--- src/rtl/if_stage_pkg.sv ---
// Shared definitions for the instruction-fetch stage.
// Holds the NOP/HALT encodings, the fetch-state enum, the 16-bit address type
// and a small opcode helper. There are no ports; if_stage and if_id_reg import it.
package if_stage_pkg;

    typedef logic [15:0] addr_t;

    // ADD R0,R0,R0 -- harmless because R0 always reads as zero.
    localparam logic [15:0] NOP_INSTR = 16'h0000;
    localparam logic [3:0]  HLT_OP    = 4'b1111;

    typedef enum logic [1:0] {
        RUN    = 2'd0,
        BUBBLE = 2'd1,
        HALTED = 2'd2
    } fetch_state_e;

    function automatic logic is_halt(input logic [15:0] instr);
        return instr[15:12] == HLT_OP;
    endfunction

endpackage

--- src/rtl/if_id_reg.sv ---
// IF/ID pipeline register.
// Ports:
//   clk, rst            clock and synchronous active-low reset
//   stall               hold every field
//   flush               load a NOP bubble; overrides stall; pc_out is kept
//   instr_in, pc_in     fetched word and its PC+1
//   instr, valid, pc_out  registered contents
module if_id_reg
    import if_stage_pkg::*;
(
    input  logic        clk,
    input  logic        rst,
    input  logic        stall,
    input  logic        flush,
    input  logic [15:0] instr_in,
    input  addr_t       pc_in,
    output logic [15:0] instr,
    output logic        valid,
    output addr_t       pc_out
);

    always_ff @(posedge clk) begin
        if (!rst) begin
            instr  <= NOP_INSTR;
            valid  <= 1'b0;
            pc_out <= 16'h0000;
        end else if (flush) begin
            instr <= NOP_INSTR;
            valid <= 1'b0;
        end else if (!stall) begin
            instr  <= instr_in;
            valid  <= 1'b1;
            pc_out <= pc_in;
        end
    end

endmodule

--- src/rtl/if_stage.sv ---
// Instruction-fetch stage: PC register, fetch FSM (RUN/BUBBLE/HALTED),
// IF/ID register instance and decoded field slices.
// Ports:
//   clk, rst                 clock, synchronous active-low reset
//   hazard                   stall from the decode hazard unit
//   pc_redirect, pc_target   downstream-resolved redirect and target
//   im_addr / im_data        instruction-memory address (= PC) and its word
//   instr_valid              IF/ID holds a real instruction
//   cntrl_opcode .. call_target  slices of the IF/ID instruction
//   PC_out                   PC+1 of the instruction in IF/ID
//   PC_update                high for the cycle after an accepted redirect
//   halted                   FSM is in HALTED
module if_stage
    import if_stage_pkg::*;
(
    input  logic        clk,
    input  logic        rst,
    input  logic        hazard,
    input  logic        pc_redirect,
    input  addr_t       pc_target,
    output addr_t       im_addr,
    input  logic [15:0] im_data,
    output logic        instr_valid,
    output logic [3:0]  cntrl_opcode,
    output logic [3:0]  reg_rs,
    output logic [3:0]  reg_rt_arith,
    output logic [3:0]  arith_imm,
    output logic [3:0]  load_save_reg,
    output logic [2:0]  branch_cond,
    output logic [7:0]  load_save_imm,
    output logic [11:0] call_target,
    output addr_t       PC_out,
    output logic        PC_update,
    output logic        halted
);

    fetch_state_e state, state_nxt;
    addr_t        pc, pc_nxt, pc_inc;
    logic [15:0]  instr;
    logic         fetch_hlt;
    logic         flush;

    assign pc_inc    = pc + 16'd1;   // wraps FFFF -> 0000
    assign fetch_hlt = is_halt(im_data);
    assign im_addr   = pc;

    // In HALTED the pipe drains to bubbles, but a hazard stall still freezes IF/ID.
    assign flush = pc_redirect || (state == HALTED && !hazard);

    if_id_reg u_if_id (
        .clk      (clk),
        .rst      (rst),
        .stall    (hazard),
        .flush    (flush),
        .instr_in (im_data),
        .pc_in    (pc_inc),
        .instr    (instr),
        .valid    (instr_valid),
        .pc_out   (PC_out)
    );

    // State and PC register
    always_ff @(posedge clk) begin
        if (!rst) begin
            state <= RUN;
            pc    <= 16'h0000;
        end else begin
            state <= state_nxt;
            pc    <= pc_nxt;
        end
    end

    // Next-state / next-PC
    always_comb begin
        state_nxt = state;
        pc_nxt    = pc;
        if (pc_redirect) begin
            state_nxt = BUBBLE;
            pc_nxt    = pc_target;
        end else begin
            unique case (state)
                RUN, BUBBLE: begin
                    // BUBBLE lasts one cycle even if the fetch itself is stalled.
                    state_nxt = RUN;
                    if (!hazard) begin
                        if (fetch_hlt) begin
                            state_nxt = HALTED;   // PC parks on the HLT word
                        end else begin
                            pc_nxt = pc_inc;
                        end
                    end
                end
                HALTED: state_nxt = HALTED;
                default: state_nxt = RUN;
            endcase
        end
    end

    // Outputs
    always_comb begin
        PC_update = (state == BUBBLE);
        halted    = (state == HALTED);
    end

    assign cntrl_opcode  = instr[15:12];
    assign load_save_reg = instr[11:8];
    assign branch_cond   = instr[10:8];
    assign reg_rs        = instr[7:4];
    assign reg_rt_arith  = instr[3:0];
    assign arith_imm     = instr[3:0];
    assign load_save_imm = instr[7:0];
    assign call_target   = instr[11:0];

endmodule

--- config.mk ---
export PLATFORM = sky130hd
export DESIGN_NAME = if_stage
export DESIGN_NICKNAME = d
export VERILOG_FILES = /design/src/rtl/if_stage_pkg.sv /design/src/rtl/if_id_reg.sv /design/src/rtl/if_stage.sv
export SDC_FILE = /design/constraint.sdc
export NUM_CORES = 1
export LEC_CHECK = 0
export ABC_AREA = 1
export BUFFER_PORTS_ARGS = -buffer_cell sky130_fd_sc_hd__buf_2
export CAP_MARGIN = 10
export CELL_PAD_IN_SITES_DETAIL_PLACEMENT = 1
export CELL_PAD_IN_SITES_GLOBAL_PLACEMENT = 1
export CORE_ASPECT_RATIO = 0.8
export CORE_UTILIZATION = 33
export CTS_BUF_LIST = sky130_fd_sc_hd__clkbuf_4 sky130_fd_sc_hd__clkbuf_8 sky130_fd_sc_hd__clkbuf_16
export CTS_CLUSTER_SIZE = 12
export DETAILED_ROUTE_END_ITERATION = 7
export GPL_TIMING_DRIVEN = 0
export PLACE_DENSITY_LB_ADDON = 0.1
export SLEW_MARGIN = 20
export SYNTH_ARGS = -nofsm -noshare
export SYNTH_HDL_FRONTEND = slang
export SYNTH_SLANG_ARGS = --single-unit
--- constraint.sdc ---
create_clock -name clk -period 1.7 [get_ports clk]
set_input_delay 0.34 -clock clk [delete_from_list [all_inputs] [get_ports clk]]
set_output_delay 0.34 -clock clk [all_outputs]
set_load 0.05 [all_outputs]
==> impl_results.md <==
- CTS tree: built
- Commonest cells post-synth: 116 x nand2_1, 51 x dfxtp_1, 42 x inv_1, 41 x nor2_1, 27 x buf_4
- Area of the multi-input gates: 1255 µm²
- Yosys Warn Count: 0
- Synth Area per Inst: roughly 7.0 µm²
- Leak: 1.874 nW
- Die area: about 8700 µm²
- Share of cells above drive strength 1: 0.3491
- DRC marker count from the first detailed-route iteration: 68
- Setup violators final: 0
- DR DRC count: 0
- Max cap viols: 0
- Postcts setup bufs: 0
- Cell variety after synth: 34
- Rows: 29
- Critical Path AT: 1240 ps
- Main synth FF type: dfxtp_1
- Initial Utilization: 0.3440
- Worst Setup End Kind: output port
- Final Max Tran Viols: 0
- Core Area: between 7000 and 8000 µm²
- Total power: 2.737 mW
- Clk_lat worst skew: 300 ps
- Clock sink count: between 50 and 60
- Post-Place Cells: between 600 and 700
- Syn_nets: ~430
- Post-synth EDFFs: 0
- Antenna Nets Post-Route: 0
- Ys async rst share: 0
- Congestion Overflow GR: 0
- Worst vdd ir: 0.3792 mV
- Final wirelength: 8.108 mm
- Biggest area consumer among synthesized cells: dfxtp_1
- CP delay by family, top: flip-flops
- Highest metal used: met4
- Outcome: completed
- WP data required: roughly 1400 ps
- CP Max Fanout: 4
- Relative slew slack: 0.6362
- Post-Layout Cell Count: about 600
- # diodes: 0
- FF/Latch Area: about 1000 µm²
- Detailed Place HPWL: ~6.5 mm
- IO Port Bufs: 110
- First-pass GRT wire length: 13.55 mm
- Routability cong.: 0.8195
- Yosys top cell area share: 0.3718
- DR WL met3: 437 µm
- Syn-to-layout area delta: 28.06%
- Max incr delay on CP: about 500 ps
- Num ports: 114
- Number of detailed-route iterations in the first pass: 4
- WL per Instance: 13.18 µm
- Power Density: 778.3 nW/µm²
- Post-route clock period utilization: 0.9292
- Pin count of the biggest net entering global routing: 16
- Period minus WS final: 1580 ps
- Final TNS setup: 0 ps
- Kind of critical path: flip-flop to output port
- CTS Hold Bufs: 0
- Slew @ Worst Pin: 545.8 ps
- Yosys reg bits: between 50 and 60
- Die height: around 84 µm
- Max Clock Skew: 9.469 ps
- Clock transition at path regs: roughly 100 ps
- Via count: 2795
- Seq/Total Area, Yosys: 0.3718
- Top-count cell post-synth: nand2_1
- Met2 wire len: 3.652 mm
- Post-synth design cell area: 2746 µm²
- Nets: between 500 and 600
- Antenna violations before repair: 0
- Startpoint types: flip-flop
- Buf/Inv on CP: 2
- Die Wd: 104.0 µm
- CTS root buffer: clkbuf_8
- Reg2reg setup slack: around 150 ps
- Max Buffers Root-to-Sink: 2
- # H-tree levels: 2
- Mapped Cells: 390
- Number of global-route vias before repair: roughly 2.7k
- Worst path slowest cell: dfxtp_1
- Hold WC Path Type: input port to flip-flop
- GR Util All Layers: 0.1948
- CTS resizes: 0
- Cells taking the most area after synthesis: dfxtp_1 37%, nand2_1 16%, buf_4 7.4%, inv_1 5.7%, nor2_1 5.6%
- RSZ-0062 raised after global routing: no
- # fillers: around 1.1k
- Max Fclk: roughly 630 MHz
- Critical-path cell list: nand2_4, inv_1, buf_2
- Hold Fails Final Rpt: 0
- Total CTS buffers: 5
- Via-to-Cell Ratio: between 4 and 5
- M1 WL: a little under 4 mm
==> cell usage in the layout (no fill, tap or decap), types with 2 or more instances in the layout <==
cell and n:
nand2_1 116, buf_2 112, dfxtp_1 49, inv_1 42, nor2_1 41, buf_4 27, a21oi_1 25, nand3_1 18
o21ai_0 14, buf_6 5, clkbuf_8 5, clkbuf_1 4, nand4_1 4, nor2_4 4, o211ai_2 4, xor2_1 4
nand3_2 3, a31oi_1 3, nand2_4 2, inv_2 2, inv_4 2, o21ai_1 2, a21o_1 2, o211ai_1 2
dfxtp_2 2
==> layer usage <==
layer,vias to the layer above,track usage
li1,1426,-
met1,1296,0.2747
met2,67,0.3133
met3,6,0.03435
met4,0,0.03506
met5,-,0
==> worst register-to-register path, stage by stage, from the launching register on <==
cell     delay (ps)
dfxtp_2         400
ha_1            250
nand2_1         120
nor2_4          200
nand3_1         100
nand2_1         140
nor2_1           70
nor2_1          110
nor2_1           50
==> kinds of logic (layout without fill, tap and decap cells) <==
group,Yosys count,count (layout),share of synthesized area
and+or+nand+nor,193,193,0.3130
buffers and inverters,86,203,0.1713
AOI/OAI and AO/OA,54,54,0.1235
DFF,51,51,0.3718
xor gates and xnor gates,5,5,0.01594
adders and majority gates,1,1,0.004555
==> stage by stage <==
| stage | hold slack, ps | worst slack [ps] | util | instance area [µm²] |
|---|---|---|---|---|
| after floorplan | 483.9 | 131.5 | - | 2749 |
| after global placement | 453.2 | 169.4 | 0.4303 | 3435 |
| after detailed placement | 463.5 | 149.6 | 0.4303 | 3435 |
| after CTS | 271.8 | 99.86 | 0.4406 | 3517 |
| after global routing | 259.4 | 5.069 | 0.4406 | 3517 |
| final | 269.6 | 120.3 | 0.4406 | 3517 |
==> state kept, by name, indices dropped and copies added (netlist names) <==
signal and flops:
im_addr 16, u_if_id.instr 16, u_if_id.pc_out 16, u_if_id.valid 1, state 2
==> power breakdown <==
group          switching, mW  total (mW)  internal [mW]
sequential            0.0589        1.32           1.26
combinational          0.514       0.712          0.198
clock                  0.426       0.709          0.283
total                  0.999        2.74           1.74
==> final timing paths <==
check	startpoint	end	cells after the start
hold reg to reg	u_if_id.instr[15]$_SDFFE_PP0N_	u_if_id.instr[15]$_SDFFE_PP0N_	2
setup / recovery	state[1]$_SDFF_PP0_	halted	3
setup reg to reg	im_addr[0]$_SDFFE_PN0P_	im_addr[8]$_SDFFE_PN0P_	8
hold / removal	im_data[7]	u_if_id.instr[7]$_SDFFE_PP0N_	3
==> final cells by class <==
type / instances / share of cell area
multi-input cells: 253 / 0.3568
flip-flops and latches: 51 / 0.2910
repair buffers: 110 / 0.1565
plain buffers: 39 / 0.08218
inverters: 47 / 0.05158
well taps: 108 / 0.03842
clock buffers: 5 / 0.01957
clock inverters: 2 / 0.003913
(Power assumes the default switching activity.)
